**src/rtl/seq_pat_pkg.sv**
```systemverilog
// Shared definitions for the serial pattern detector.
//   DEF_PAT_W : default maximum pattern length in bits
//   DEF_CNT_W : default match-counter width in bits
//   state_e   : detector FSM states
//                 IDLE - no pattern loaded
//                 FILL - fewer than pat_len bits of history
//                 RUN  - at least pat_len bits of history
package seq_pat_pkg;

    localparam int unsigned DEF_PAT_W = 8;
    localparam int unsigned DEF_CNT_W = 8;

    typedef enum logic [1:0] {
        IDLE = 2'd0,
        FILL = 2'd1,
        RUN  = 2'd2
    } state_e;

endpackage

```
**src/rtl/sat_counter.sv**
```systemverilog
// Saturating up-counter with synchronous clear.
//   clk   : rising-edge clock
//   reset : asynchronous, active-high reset (count -> 0)
//   inc   : increment request; ignored once the count is all-ones
//   clr   : synchronous clear; wins over a simultaneous inc
//   count : current count value
//   sat   : high while count is all-ones
module sat_counter #(
    parameter int unsigned CNT_W = 8
) (
    input  logic             clk,
    input  logic             reset,
    input  logic             inc,
    input  logic             clr,
    output logic [CNT_W-1:0] count,
    output logic             sat
);

    logic [CNT_W-1:0] count_q;
    logic [CNT_W-1:0] count_d;

    assign sat   = &count_q;
    assign count = count_q;

    always_comb begin
        count_d = count_q;
        if (clr) begin
            count_d = '0;
        end else if (inc && !sat) begin
            count_d = count_q + CNT_W'(1);
        end
    end

    always_ff @(posedge clk or posedge reset) begin
        if (reset) begin
            count_q <= '0;
        end else begin
            count_q <= count_d;
        end
    end

endmodule

```
**src/rtl/seq_pattern_detector.sv**
```systemverilog
// Serial bit-pattern detector with a programmable pattern and saturating match counter.
//   clk, reset  : rising-edge clock, asynchronous active-high reset
//   din_valid   : qualifies din; one bit consumed per qualified cycle
//   din         : serial data bit
//   pat_load    : one-cycle strobe capturing pat_value / pat_len / overlap_en
//   pat_value   : pattern, bit pat_len-1 is received first, bit 0 last
//   pat_len     : pattern length (valid range 2..PAT_W)
//   overlap_en  : 1 = overlapping matches, 0 = history restarts after a match
//   cnt_clr     : synchronous clear of match_count / count_sat
//   match       : one-cycle pulse, one clock after the completing bit
//   match_count : saturating match count
//   count_sat   : high while match_count is all-ones
//   armed       : high while a valid pattern is loaded
//   cfg_err     : sticky flag for a rejected pat_load
module seq_pattern_detector
    import seq_pat_pkg::*;
#(
    parameter int unsigned PAT_W = DEF_PAT_W,
    parameter int unsigned CNT_W = DEF_CNT_W,
    localparam int unsigned LEN_W = $clog2(PAT_W + 1)
) (
    input  logic             clk,
    input  logic             reset,
    input  logic             din_valid,
    input  logic             din,
    input  logic             pat_load,
    input  logic [PAT_W-1:0] pat_value,
    input  logic [LEN_W-1:0] pat_len,
    input  logic             overlap_en,
    input  logic             cnt_clr,
    output logic             match,
    output logic [CNT_W-1:0] match_count,
    output logic             count_sat,
    output logic             armed,
    output logic             cfg_err
);

    state_e           state_q, state_d;
    logic [PAT_W-1:0] hist_q, hist_d;
    logic [PAT_W-1:0] pat_q, pat_d;
    logic [LEN_W-1:0] len_q, len_d;
    logic [LEN_W-1:0] fill_q, fill_d;
    logic             ovl_q, ovl_d;
    logic             match_q, match_d;
    logic             cfg_err_q, cfg_err_d;

    logic             load_ok;
    logic             consume;
    logic             hit;
    logic [PAT_W-1:0] len_mask;
    logic [PAT_W-1:0] hist_shift;
    logic [LEN_W-1:0] fill_inc;

    assign load_ok = pat_load && (pat_len >= LEN_W'(2)) && (pat_len <= LEN_W'(PAT_W));

    // A valid load in the same cycle discards the incoming bit.
    assign consume = din_valid && (state_q != IDLE) && !load_ok;

    // Only the low len_q bits of history and pattern take part in the compare.
    always_comb begin
        len_mask = '0;
        for (int i = 0; i < int'(PAT_W); i++) begin
            len_mask[i] = (LEN_W'(i) < len_q);
        end
    end

    assign hist_shift = {hist_q[PAT_W-2:0], din};
    assign fill_inc   = (fill_q == len_q) ? fill_q : fill_q + LEN_W'(1);

    // fill saturates at len_q, so equality is the "enough history" condition.
    assign hit = (((hist_shift ^ pat_q) & len_mask) == '0) && (fill_inc == len_q);

    always_comb begin
        state_d   = state_q;
        hist_d    = hist_q;
        pat_d     = pat_q;
        len_d     = len_q;
        fill_d    = fill_q;
        ovl_d     = ovl_q;
        cfg_err_d = cfg_err_q;
        match_d   = 1'b0;

        if (load_ok) begin
            state_d   = FILL;
            hist_d    = '0;
            fill_d    = '0;
            pat_d     = pat_value;
            len_d     = pat_len;
            ovl_d     = overlap_en;
            cfg_err_d = 1'b0;
        end else begin
            if (pat_load) begin
                cfg_err_d = 1'b1;
            end
            if (consume) begin
                hist_d  = hist_shift;
                fill_d  = fill_inc;
                match_d = hit;
                if (hit && !ovl_q) begin
                    // Restart so the matched bits cannot contribute again.
                    fill_d  = '0;
                    state_d = FILL;
                end else if (fill_inc == len_q) begin
                    state_d = RUN;
                end else begin
                    state_d = FILL;
                end
            end
        end
    end

    always_ff @(posedge clk or posedge reset) begin
        if (reset) begin
            state_q   <= IDLE;
            hist_q    <= '0;
            pat_q     <= '0;
            len_q     <= '0;
            fill_q    <= '0;
            ovl_q     <= 1'b0;
            match_q   <= 1'b0;
            cfg_err_q <= 1'b0;
        end else begin
            state_q   <= state_d;
            hist_q    <= hist_d;
            pat_q     <= pat_d;
            len_q     <= len_d;
            fill_q    <= fill_d;
            ovl_q     <= ovl_d;
            match_q   <= match_d;
            cfg_err_q <= cfg_err_d;
        end
    end

    assign match   = match_q;
    assign armed   = (state_q != IDLE);
    assign cfg_err = cfg_err_q;

    // The counter advances on the edge that ends the match pulse, so a cnt_clr
    // raised alongside the pulse takes precedence over that match.
    sat_counter #(
        .CNT_W (CNT_W)
    ) u_match_cnt (
        .clk   (clk),
        .reset (reset),
        .inc   (match_q),
        .clr   (cnt_clr),
        .count (match_count),
        .sat   (count_sat)
    );

endmodule

```
**config.mk**
```make
export PLATFORM = sky130hd
export DESIGN_NAME = seq_pattern_detector
export DESIGN_NICKNAME = d
export VERILOG_FILES = /design/src/rtl/seq_pat_pkg.sv /design/src/rtl/sat_counter.sv /design/src/rtl/seq_pattern_detector.sv
export SDC_FILE = /design/constraint.sdc
export NUM_CORES = 1
export LEC_CHECK = 0
export ABC_AREA = 1
export ABC_CLOCK_PERIOD_IN_PS = 2100
export CORE_ASPECT_RATIO = 0.9
export CORE_MARGIN = 10
export CORE_UTILIZATION = 45
export DETAILED_ROUTE_END_ITERATION = 6
export GPL_TIMING_DRIVEN = 0
export HOLD_SLACK_MARGIN = 0.05
export PLACE_DENSITY = 0.76
export SLEW_MARGIN = 30
export SYNTH_ARGS = -nofsm -noshare
export SYNTH_HDL_FRONTEND = slang
export SYNTH_SLANG_ARGS = --single-unit
```
**constraint.sdc**
```tcl
create_clock -name clk -period 2.1 [get_ports clk]
set_clock_uncertainty 0.15 [all_clocks]
set_input_delay 0.525 -clock clk [delete_from_list [all_inputs] [get_ports clk]]
set_output_delay 0.525 -clock clk [all_outputs]
set_load 0.02 [all_outputs]
```
==> qor.txt <==
RUN STATUS
---------------------------------------------------------------------------------
Outcome ............................................................ finished, violations left
Violations in the final reports .................................... negative setup slack

WORST SETUP PATH
---------------------------------------------------------------------------------
Most prevalent standard cell on the critical path .................. sky130_fd_sc_hd__inv_2
Internal reg-to-reg setup slack ....................................      0.14 ns
Slowest CP cell .................................................... sky130_fd_sc_hd__dfrtp_1
Largest fanout on the critical path ................................            2
Worst flop-to-flop path endpoint ................................... fill_q[2]$_DFFE_PP0P_
CP arrival .........................................................      1.47 ns
CP peak stage delay ................................................      0.36 ns
Critical path cell sequence ........................................ ha_2, inv_2, nor3_4, nand2_2, nor2_4, nand3_2, inv_2, buf_6
Nature of the critical path startpoint .............................     register
R2R Path Start ..................................................... fill_q[0]$_DFFE_PP0P_
Number of cells traversed by the worst register-to-register path ...           12
Critical Path Sink .................................................    count_sat
Launch point of the worst path ..................................... u_match_cnt.count[0]$_DFFE_PP0P_
Data required time at the worst endpoint ...........................      1.42 ns
Critical path capture point type ...................................   output pin
Worst Setup Path Type ..............................................      reg2out

GRT
---------------------------------------------------------------------------------
Number of antenna violations at the first check in global routing ..            0
Total overflow reported by the global router .......................            0
Maximum number of pins on one net before global-route repair .......           24
Vias in the first global route .....................................        1,764
Global-route wire length before repair .............................      8110 um
GRT Resource Usage Total ...........................................        13.0%

CLOCK TREE
---------------------------------------------------------------------------------
Clock latency of the later-clocked register in the worst-skew pair .      0.30 ns
Clock-pin transition on the worst setup and hold timing paths ......      0.07 ns
Clock Tree Root .................................................... sky130_fd_sc_hd__clkbuf_8
Total of hold buffers inserted after clock tree synthesis ..........            0
Clock tree from TritonCTS ..........................................          yes
Max Root-Sink Buffers ..............................................            2
Clock Sink Count ...................................................           36
Cts bufs inserted ..................................................            5
H-tree levels ......................................................            2

FLOORPLANNING
---------------------------------------------------------------------------------
Area of the die .................................................... 0.00755 sq mm
Horizontal extent of the die .......................................      90.5 um
Die height .........................................................      83.5 um
Total number of placement rows .....................................           23
I/O pin total ......................................................           31
Starting density of the core .......................................        45.7%
Core region area ................................................... 0.00440 sq mm

FINAL LAYOUT
---------------------------------------------------------------------------------
Fraction of final layout cells with drive strength greater than 1 ..        20.4%
Final instance area ................................................ 0.00265 sq mm
NumNets Final ......................................................          333
Diodes inserted ....................................................            0
Final core utilization .............................................        60.2%
Layout Area Growth over Synthesis ..................................        31.8%

STA
---------------------------------------------------------------------------------
Setup ws final .....................................................   -0.0427 ns
Relative slew margins ..............................................        77.7%
Final critical-path required period ................................      2.14 ns
Setup total negative slack .........................................   -0.0427 ns
Setup repair after global routing missed its margin ................          yes
# setup viols final ................................................            1
Fmax achieved ......................................................    0.467 GHz
Final period util ..................................................         102%
Count of endpoints failing hold in the final timing report .........            0
Transition at the pin with the smallest max-transition slack .......     0.334 ns
Slew Limit Fails ...................................................            0

POWER
---------------------------------------------------------------------------------
Cell Pwr Density ...................................................  943 mW/mm^2
Leakage component of the power .....................................      1.25 nW
Maximum vdd ir drop ................................................       526 uV
Post-layout power ..................................................      2.50 mW

YOSYS
---------------------------------------------------------------------------------
Post-synth net total ...............................................          286
Top_reg_cell synth ................................................. sky130_fd_sc_hd__dfrtp_1
Cells after Synth ..................................................          265
Number of distinct library cells after synthesis ...................           28
Ranking of synthesized cells by instance count ..................... sky130_fd_sc_hd__nand2_1 (67), sky130_fd_sc_hd__inv_1 (38), sky130_fd_sc_hd__dfrtp_1 (36)
Cell taking the most area after synthesis .......................... sky130_fd_sc_hd__dfrtp_1
Post-synthesis instance area ....................................... 0.00201 sq mm
Share of synthesized flip-flops with an asynchronous set or reset ..         100%
Syn Area/Cell ......................................................   7.60 sq um
Share of the synthesized area in the top cell type .................        44.7%
Sequential share of the synthesized area ...........................        44.7%
Synth top area cells ............................................... sky130_fd_sc_hd__dfrtp_1 (45%), sky130_fd_sc_hd__nand2_1 (12%), sky130_fd_sc_hd__inv_1 (7.1%), sky130_fd_sc_hd__nand3_1 (5.5%), sky130_fd_sc_hd__o21ai_0 (5.2%)
Post-synth EDFFs ...................................................            0
Yosys reg bits .....................................................           36
Syn. warnings ......................................................            0
Dominant cell by count in the synthesized netlist .................. sky130_fd_sc_hd__nand2_1

ROUTING
---------------------------------------------------------------------------------
Initial DRC count ..................................................           93
Vias/cell ..........................................................         5.00
Via total after detailed routing ...................................        1,874
Antenna Violating Nets Remaining ...................................            0
DRC violations left ................................................            0
1st-pass router iterations .........................................            4
Avg WL per Cell ....................................................      13.3 um
Routed wire length .................................................      4970 um

WORST HOLD PATH
---------------------------------------------------------------------------------
Worst min-delay path class .........................................      reg2reg
Startpoint of the most critical hold path .......................... state_q[0]$_DFFE_PP0P_

PLACEMENT
---------------------------------------------------------------------------------
Final GP Congestion ................................................        0.872
Dpl cell area ...................................................... 0.00242 sq mm
Detail Placement HPWL ..............................................      3620 um
Quantity of I/O buffers inserted on ports ..........................           30

FLOW RUN
---------------------------------------------------------------------------------
Max-cap violation count ............................................            0

-- layout make-up --
| class | instances | area [sq um] |
|---|---|---|
| inverter | 43 | 164 |
| timing repair buffer | 40 | 395 |
| fill | 394 | 1750 |
| clock inverter | 1 | 7.51 |
| buffer | 3 | 17.5 |
| multi-input combinational | 183 | 995 |
| tap | 62 | 77.6 |
| clock buffer | 7 | 86.3 |
| sequential | 36 | 910 |
-- cells in the final DEF, fill, tap and decap left out, types with 2 or more instances in the layout --
cell	instances
sky130_fd_sc_hd__nand3_2	2
sky130_fd_sc_hd__o21ai_1	3
sky130_fd_sc_hd__o21ai_0	21
sky130_fd_sc_hd__nor4_1	2
sky130_fd_sc_hd__nor2_1	11
sky130_fd_sc_hd__dfrtp_1	29
sky130_fd_sc_hd__nand2_2	10
sky130_fd_sc_hd__nor3_1	5
sky130_fd_sc_hd__nand2_4	2
sky130_fd_sc_hd__inv_2	9
sky130_fd_sc_hd__xnor2_1	2
sky130_fd_sc_hd__clkbuf_2	2
sky130_fd_sc_hd__o22ai_1	6
sky130_fd_sc_hd__a21oi_1	9
sky130_fd_sc_hd__nand2_1	64
sky130_fd_sc_hd__nand3_1	21
sky130_fd_sc_hd__clkbuf_8	6
sky130_fd_sc_hd__buf_4	10
sky130_fd_sc_hd__nor2_4	4
sky130_fd_sc_hd__nand4_1	2
sky130_fd_sc_hd__nor2_2	3
sky130_fd_sc_hd__xor2_1	6
sky130_fd_sc_hd__clkdlybuf4s50_1	28
sky130_fd_sc_hd__inv_1	33
sky130_fd_sc_hd__dfrtp_2	7
-- flip-flops by register name, indices dropped and copies added (netlist names) --
register and flops:
pat_q 8, u_match_cnt.count 8, hist_q 7, fill_q 4
len_q 4, state_q 2, cfg_err 1, match 1
ovl_q 1
-- worst max-delay path, delay by kind of cell, from the launching register on --
kind | cells | cell delay [ns]
buf+inv | 3 | 0.22
fa+ha+maj | 1 | 0.19
simple gates | 4 | 0.41
flops | 1 | 0.36
-- metal layers --
metal  part of all wire, %  vias to the layer above  track usage (%)
met1                    44                      875             14.9
met4                   1.7                        0             4.05
met3                   4.8                        8             4.41
met2                    50                       47             22.1
met5                     0                        -                0
li1                      -                      944                -
-- logic make-up after synthesis --
group	share of synthesized area [%]
and+or+nand+nor	30.7
adders and majority gates	1.24
buffers and inverters	8.64
AOI/OAI and AO/OA	11.2
DFF	44.7
xor gates and xnor gates	3.48
-- worst min-delay path by stage --
stage / endpoint / depth (start not counted) / slack (ns)
2_1_floorplan: state_q[0]$_DFFE_PP0P_ / 2 / 0.29
3_3_place_gp: state_q[1]$_DFFE_PP0P_ / 2 / 0.31
3_5_place_dp: state_q[0]$_DFFE_PP0P_ / 2 / 0.32
4_1_cts: state_q[0]$_DFFE_PP0P_ / 2 / 0.34
5_1_grt: state_q[0]$_DFFE_PP0P_ / 2 / 0.36
6_report: state_q[0]$_DFFE_PP0P_ / 2 / 0.34
-- power by group --
group,internal (mW),switching [mW]
sequential,0.820,0.125
combinational,0.418,0.612
clock,0.267,0.259
-- metrics by stage --
stage | hold slack (ns) | instances | setup slack, ns
3_3_place_gp | 0.309 | 357 | -0.347
5_1_grt | 0.355 | 375 | -0.159
3_5_place_dp | 0.317 | 358 | -0.375
4_1_cts | 0.336 | 368 | -0.0999
6_report | 0.337 | 375 | -0.0427
2_1_floorplan | 0.291 | 265 | 0.117
-- repair_timing --
action,CTS,global route
pin swaps,0,5
endpoints found under the setup margin,6,20
buffers inserted,2,7
hold endpoints to repair,0,0
gates cloned,0,0
resized for setup,9,30
Note: power is estimated with default switching activity, not from simulation.
